`src/rtl/cdb_writeback_pkg.sv`:
```
// Shared OoO pipeline definitions for result writeback: default widths, source-select
// encoding, result record and the writeback queue depth (selected by CDB_FIFO_EN).
package cdb_writeback_pkg;

  localparam int DATA_W_DEF = 32;
  localparam int TAG_W_DEF  = 6;

  localparam logic SEL_ALU = 1'b0;
  localparam logic SEL_LS  = 1'b1;

  typedef struct packed {
    logic                  valid;
    logic [TAG_W_DEF-1:0]  tag;
    logic [DATA_W_DEF-1:0] data;
  } cdb_result_t;

  // Two entries let a new result be captured while the previous one waits on the ROB;
  // a single entry costs one bubble between back-to-back results.
`ifdef CDB_FIFO_EN
  localparam int CDB_DEPTH = 2;
`else
  localparam int CDB_DEPTH = 1;
`endif

endpackage

```
`src/rtl/cdb_fifo.sv`:
```
// In-order result queue: storage, wrapping read/write pointers and occupancy counter.
// flush empties the queue and discards a same-cycle push.
module cdb_fifo
  import cdb_writeback_pkg::*;
#(
  parameter int DEPTH = CDB_DEPTH,
  parameter int W     = TAG_W_DEF + DATA_W_DEF
) (
  input  logic         clk,
  input  logic         rst,
  input  logic         flush,
  input  logic         push,
  input  logic         pop,
  input  logic [W-1:0] wr_data,
  output logic [W-1:0] rd_data,
  output logic         empty,
  output logic         full
);

  localparam int PTR_W = (DEPTH > 1) ? $clog2(DEPTH) : 1;
  localparam int MEM_N = 1 << PTR_W;
  localparam int CNT_W = $clog2(DEPTH + 1);
  localparam logic [PTR_W-1:0] LAST_PTR = PTR_W'(DEPTH - 1);
  localparam logic [CNT_W-1:0] FULL_CNT = CNT_W'(DEPTH);

  logic [W-1:0]     mem_q [MEM_N];
  logic [W-1:0]     mem_d [MEM_N];
  logic [PTR_W-1:0] wr_ptr_q, wr_ptr_d;
  logic [PTR_W-1:0] rd_ptr_q, rd_ptr_d;
  logic [CNT_W-1:0] count_q, count_d;

  function automatic logic [PTR_W-1:0] ptr_inc(input logic [PTR_W-1:0] p);
    return (p == LAST_PTR) ? '0 : p + 1'b1;
  endfunction

  always_comb begin
    mem_d    = mem_q;
    wr_ptr_d = wr_ptr_q;
    rd_ptr_d = rd_ptr_q;
    count_d  = count_q;
    if (flush) begin
      wr_ptr_d = '0;
      rd_ptr_d = '0;
      count_d  = '0;
    end else begin
      if (push) begin
        mem_d[wr_ptr_q] = wr_data;
        wr_ptr_d        = ptr_inc(wr_ptr_q);
      end
      if (pop) begin
        rd_ptr_d = ptr_inc(rd_ptr_q);
      end
      case ({push, pop})
        2'b10:   count_d = count_q + 1'b1;
        2'b01:   count_d = count_q - 1'b1;
        default: count_d = count_q;
      endcase
    end
  end

  always_ff @(posedge clk) begin
    if (rst) begin
      for (int i = 0; i < MEM_N; i++) mem_q[i] <= '0;
      wr_ptr_q <= '0;
      rd_ptr_q <= '0;
      count_q  <= '0;
    end else begin
      mem_q    <= mem_d;
      wr_ptr_q <= wr_ptr_d;
      rd_ptr_q <= rd_ptr_d;
      count_q  <= count_d;
    end
  end

  assign rd_data = mem_q[rd_ptr_q];
  assign empty   = (count_q == '0);
  assign full    = (count_q == FULL_CNT);

endmodule

```
`src/rtl/cdb_writeback.sv`:
```
// Common data bus writeback stage: selects the granted ALU or load/store result, queues it
// and broadcasts the oldest entry. Queue depth is 2 with CDB_FIFO_EN defined, 1 otherwise.
module cdb_writeback
  import cdb_writeback_pkg::*;
#(
  parameter int DATA_W = DATA_W_DEF,
  parameter int TAG_W  = TAG_W_DEF
) (
  input  logic              clk,
  input  logic              rst,
  input  logic              alu_valid,
  input  logic [TAG_W-1:0]  alu_tag,
  input  logic [DATA_W-1:0] alu_data,
  input  logic              ls_valid,
  input  logic [TAG_W-1:0]  ls_tag,
  input  logic [DATA_W-1:0] ls_data,
  input  logic              sel_result,
  input  logic              flush,
  input  logic              rob_ready,
  output logic              cdb_valid,
  output logic [TAG_W-1:0]  cdb_tag,
  output logic [DATA_W-1:0] cdb_data,
  output logic              wb_stall
);

  localparam int W = TAG_W + DATA_W;

  logic              sel_valid;
  logic [TAG_W-1:0]  sel_tag;
  logic [DATA_W-1:0] sel_data;
  logic              push, pop;
  logic              q_empty, q_full;
  logic [W-1:0]      q_rd_data;

  always_comb begin
    sel_valid = alu_valid;
    sel_tag   = alu_tag;
    sel_data  = alu_data;
    if (sel_result == SEL_LS) begin
      sel_valid = ls_valid;
      sel_tag   = ls_tag;
      sel_data  = ls_data;
    end
  end

  // Stall comes straight from the registered occupancy, so the arbiter never sees a
  // combinational path from rob_ready.
  assign wb_stall  = q_full;
  assign cdb_valid = ~q_empty;
  assign push      = sel_valid & ~wb_stall & ~flush;
  assign pop       = cdb_valid & rob_ready;
  assign cdb_tag   = q_rd_data[DATA_W +: TAG_W];
  assign cdb_data  = q_rd_data[DATA_W-1:0];

  cdb_fifo #(
    .DEPTH (CDB_DEPTH),
    .W     (W)
  ) u_fifo (
    .clk     (clk),
    .rst     (rst),
    .flush   (flush),
    .push    (push),
    .pop     (pop),
    .wr_data ({sel_tag, sel_data}),
    .rd_data (q_rd_data),
    .empty   (q_empty),
    .full    (q_full)
  );

endmodule

```
`config.mk`:
```
export PLATFORM = sky130hd
export DESIGN_NAME = cdb_writeback
export DESIGN_NICKNAME = d
export VERILOG_FILES = /design/src/rtl/cdb_writeback_pkg.sv /design/src/rtl/cdb_fifo.sv /design/src/rtl/cdb_writeback.sv
export SDC_FILE = /design/constraint.sdc
export NUM_CORES = 1
export LEC_CHECK = 0
export ABC_AREA = 1
export BUFFER_PORTS_ARGS = -buffer_cell sky130_fd_sc_hd__buf_2
export CAP_MARGIN = 30
export CELL_PAD_IN_SITES_DETAIL_PLACEMENT = 0
export CELL_PAD_IN_SITES_GLOBAL_PLACEMENT = 1
export CORE_MARGIN = 3
export CORE_UTILIZATION = 24
export CTS_CLUSTER_SIZE = 20
export DETAILED_ROUTE_END_ITERATION = 8
export MAX_ROUTING_LAYER = met4
export PLACE_DENSITY = 0.74
export SETUP_SLACK_MARGIN = 0.15
export SYNTH_ARGS = -nofsm -noshare
export SYNTH_HDL_FRONTEND = slang
export SYNTH_SLANG_ARGS = --single-unit
```
`constraint.sdc`:
```
create_clock -name clk -period 1.06 [get_ports clk]
set_clock_uncertainty 0.05 [all_clocks]
set_input_delay 0.212 -clock clk [delete_from_list [all_inputs] [get_ports clk]]
set_output_delay 0.212 -clock clk [all_outputs]
set_load 0.01 [all_outputs]
```
After elaboration in Yosys (flattened, before gate mapping)
Cells that the tools add are included.
- bits in registers: 79
- bits of input ports: 83
- word-level logic and storage cells: 37
- output and inout port bits: 40
- bitwise operators: 7
- muxes and demuxes: 12
- reductions and logical operators: 4
- magnitude comparators: 3
- equal/unequal tests: 2
- add/sub/neg operators: 4
- operators with widths (cell ; number):
    two-way mux 38 bit ; 4
    bitwise mux 76 bit ; 1
    demux 38 bit (select 1 bit) ; 1
    two-way mux 32 bit ; 1
    two-way mux 6 bit ; 1
    >= comparator 2 bit (second input constant) ; 2
    NOT 1 -> 2 bit ; 2
    adder 1 bit (second input constant) ; 3
    bitwise AND 1 bit ; 3
    two-way mux 1 bit ; 3
    == test 2 x 1 -> 1 bit (second input constant) ; 1
    == test 2 bit (second input constant) ; 1
    < comparator 2 x 1 -> 1 bit (second input constant) ; 1
    NOT 1 bit ; 2
    case mux 1 bit (2 select lines) ; 1
    AND reduction 2 bit ; 1
    nonzero test 2 bit ; 1
    OR reduction 2 bit ; 1
    logical AND 1 bit ; 1
    subtractor 1 bit (second input constant) ; 1

Logic depth before layout (Yosys ltp)
- depth in word-level cells: 6
- gate-level depth with buffers: 7
- mapped depth without buffers: 6

Hierarchy
From an unflattened synthesis, not the netlist that was laid out.
- cell total of the unflattened synthesis: 310
- area, all modules: 2077.0 um^2
- modules (own cells, without submodules) (module ; cells an instance ; area each (um^2) ; instances ; seq. area each (um^2)):
    cdb_fifo ; 178 ; 1463.9 ; 1 ; 780.7
    cdb_writeback ; 132 ; 613.1 ; 1 ; 0.0

Worst setup path after synthesis
Ideal clock, no wire load.
- path type: register to register
- start point: reg u_fifo.count_q (netlist: u_fifo.full)
- end point: reg u_fifo.mem_q[41] (netlist bit)
- buffers on the path: 2
- arrival: 1.015 ns
- required time: 0.897 ns
- clock period less this slack: 1.178 ns
- cell stages (with the launch flop): 7
- path slack: -0.118 ns
- cells stage by stage: dfxtp_1 -> nor2_1 -> nand3_2 -> buf_4 -> buf_4 -> nor2_1 -> nor2_1
- longest elaborated chain between the ends: 4
- RTL lines (what ; RTL line ; source):
    start, declared ; cdb_fifo.sv:30 ; logic [CNT_W-1:0] count_q, count_d;
    start signal, assigned ; cdb_fifo.sv:71 ; count_q <= count_d;
    NOT 1 bit ; -- ;
    bitwise AND 1 bit (2 in a row) ; cdb_writeback.sv:50 ; assign push = sel_valid & ~wb_stall & ~flush;
    AND reduction 2 bit (no line) ; -- ;
    end signal, assigned ; cdb_fifo.sv:68 ; mem_q <= mem_d;
    end, declared ; cdb_fifo.sv:26 ; logic [W-1:0] mem_q [MEM_N];
No other way between the ends.
A chain may end at the register's enable or synchronous reset.

Worst setup path after layout
- start point: reg u_fifo.count_q (netlist: u_fifo.full)
- end point: reg u_fifo.mem_q[55] (netlist bit)
Same word-level chain as after synthesis.

==> out/qor.yml <==
remaining_drc_errors: 0
grt-ovfl-total: 0
drtIter0Drc: 40
synth_commonest_cells: "193 x nand2_1, 77 x nor2_1, 42 x inv_1"
nets: 584
initial_core_util: 0.251
synth_edf_count: 0
wire_per_inst_um: 9.88
min_period_ns: 1.14
die_w_um: 99.4
yosysUniqueCellTypes: 12
p_leak_nw: 1.97
synthTopCellsByArea: "dfxtp_1 37%, nand2_1 35%, nor2_1 14%"
ir_worst_vdd_v: 0.000490
vias: 2396
synthCells: 376
cts_inserted_buffers: 5
grt_max_degree: 41
crit_path_end_kind: "register"
maxCapViolations: 0
cts_tree: "built"
port_buffers: 122
ys_ff_latch: 39
yosysWarnings: 0
crit_required_ns: 1.19
clkSinkCount: 39
final-max-slew-violation-count: 0
violations: "negative setup slack"
post-route-worst-setup-slack_ns: -0.0760
outcome: "finished with violations"
hpwl_um: 4210
max_freq_ghz: 0.880
synthToLayoutAreaGrowth_pct: 59.2
die_h_um: 99.4
synth_top_area_share: 0.373
core_um2: 8340
worstSkewPairLatency_ns: 0.28
hold_class: "in2reg"
grt_pass1_wl_um: 9760
p_per_area_nw_per_um2: 1130
cts_root_buf: "clkbuf_8"
synth_nets: 459
synth_area_per_cell_um2: 5.57
final-setup-viol-count: 40
diodes: 0
hold_viol: 0
postRouteAntennaNets: 0
grtUsageTotal: 0.120
path_clk_slew_ns: 0.07
synthFlopType: "dfxtp_1"
worst_hold_slack_ns: 0.116
grt_pass1_vias: 2280
fin_crit_sh: 1.07
io_pins: 123
crit_type: "reg2reg"
multi_input_area_um2: 1050
postCtsHoldBufs: 0
yosysMostFrequentCell: "nand2_1"
vias_per_cell: 3.95
worstPathMaxFanout: 20
fin_util: 0.400
synthesis.area_um2: 2100
layout-drive-gt1-share: 0.378
regArea_um2: 830
synthArstFlopShare: 0
rsz0062_at_grt: "yes"
gp_congestion: 0.737
fp.dieArea_um2: 9890
synth_top_cell_by_area: "dfxtp_1"
cts.path.max_buffers: 2
cp.arrival_ns: 1.27
worst_pin_slew_ns: 0.216
timing.slew.headroom: 0.856
drt_wl_total_um: 6000
grt_antenna_before_repair: 0
rows: 33
ys_seq_area_frac: 0.373
nFillCells: 936
htree_levels: 2
dr.pass1.iters: 4
cp-start-kind: "register"
-- placed cells by master, fill, tap and decap left out, drive strengths merged --
master    n
dfxtp    39
inv      43
nand3     1
a21oi     1
clkinv    1
buf     137
or2       1
nor2     77
nand2   193
clkbuf    9
-- where the power goes --
group / internal [mW] / switching (mW) / total (mW)
registers: 1.61 / 0.0873 / 1.70
logic: 0.581 / 0.509 / 1.09
clock network: 0.462 / 0.516 / 0.978
-- per-stage QoR --
stage | instances | TNS (ns) | total power, mW | setup slack, ns | area, um^2
3_5_place_dp | 591 | -3.30 | 2.58 | -0.106 | 2840
3_3_place_gp | 591 | -2.83 | 2.57 | -0.0837 | 2840
4_1_cts | 599 | -1.19 | 3.78 | -0.0587 | 3220
2_1_floorplan | 376 | 0 | 2.20 | 0.000471 | 2110
6_report | 607 | -1.99 | 3.77 | -0.0760 | 3340
5_1_grt | 607 | -4.80 | 4.05 | -0.141 | 3340
-- worst max-delay path, stage by stage, from the launching register on --
cell and delay, ns:
dfxtp_2 0.34, nor2_4 0.11, nand3_4 0.15, clkbuf_16 0.23
nor2_1 0.10, nor2_1 0.05
-- final timing paths --
| kind | from | to | slack (ns) | depth (start not counted) |
|---|---|---|---|---|
| worst min register to register | u_fifo.mem_q[53]$_SDFFE_PP0P_ | u_fifo.mem_q[53]$_SDFFE_PP0P_ | 0.47 | 4 |
| worst min-delay path | rob_ready | u_fifo.full$_SDFFE_PP0P_ | 0.12 | 4 |
| worst max-delay path | u_fifo.full$_SDFFE_PP0P_ | u_fifo.mem_q[55]$_SDFFE_PP0P_ | -0.08 | 5 |
| worst max register to register | u_fifo.full$_SDFFE_PP0P_ | u_fifo.mem_q[55]$_SDFFE_PP0P_ | -0.08 | 5 |
-- cell type report --
| cell class | instances | area share |
|---|---|---|
| tap | 105 | 0.0394 |
| inverter | 43 | 0.0484 |
| timing repair buffer | 139 | 0.323 |
| sequential | 39 | 0.249 |
| multi-input combinational | 273 | 0.316 |
| clock buffer | 7 | 0.0229 |
| clock inverter | 1 | 0.00150 |
-- cells by family after synthesis --
| kind of cell | count (synthesis) | synth area share |
|---|---|---|
| simple gates | 272 | 0.491 |
| buf+inv | 64 | 0.134 |
| flops | 39 | 0.373 |
| compound gates | 1 | 0.00239 |
-- sequential cells by signal (all words and copies together), names as in the netlist --
| name | flops |
|---|---|
| u_fifo.full | 1 |
| u_fifo.mem_q | 38 |
-- what timing repair did --
action | CTS | global route
cloned | 0 | 2
endpoints found under the setup margin | 79 | 79
resized for setup | 79 | 4
setup buffers | 0 | 6
pin swaps | 0 | 1
-- per-layer routing --
layer / part of all wire / global-route usage / vias to the layer above
li1: - / - / 1317
met1: 0.45 / 0.147 / 997
met2: 0.46 / 0.197 / 77
met3: 0.077 / 0.0316 / 5
met4: 0.0063 / 0.0315 / 0
met5: 0 / - / -
(Power assumes the default switching activity.)
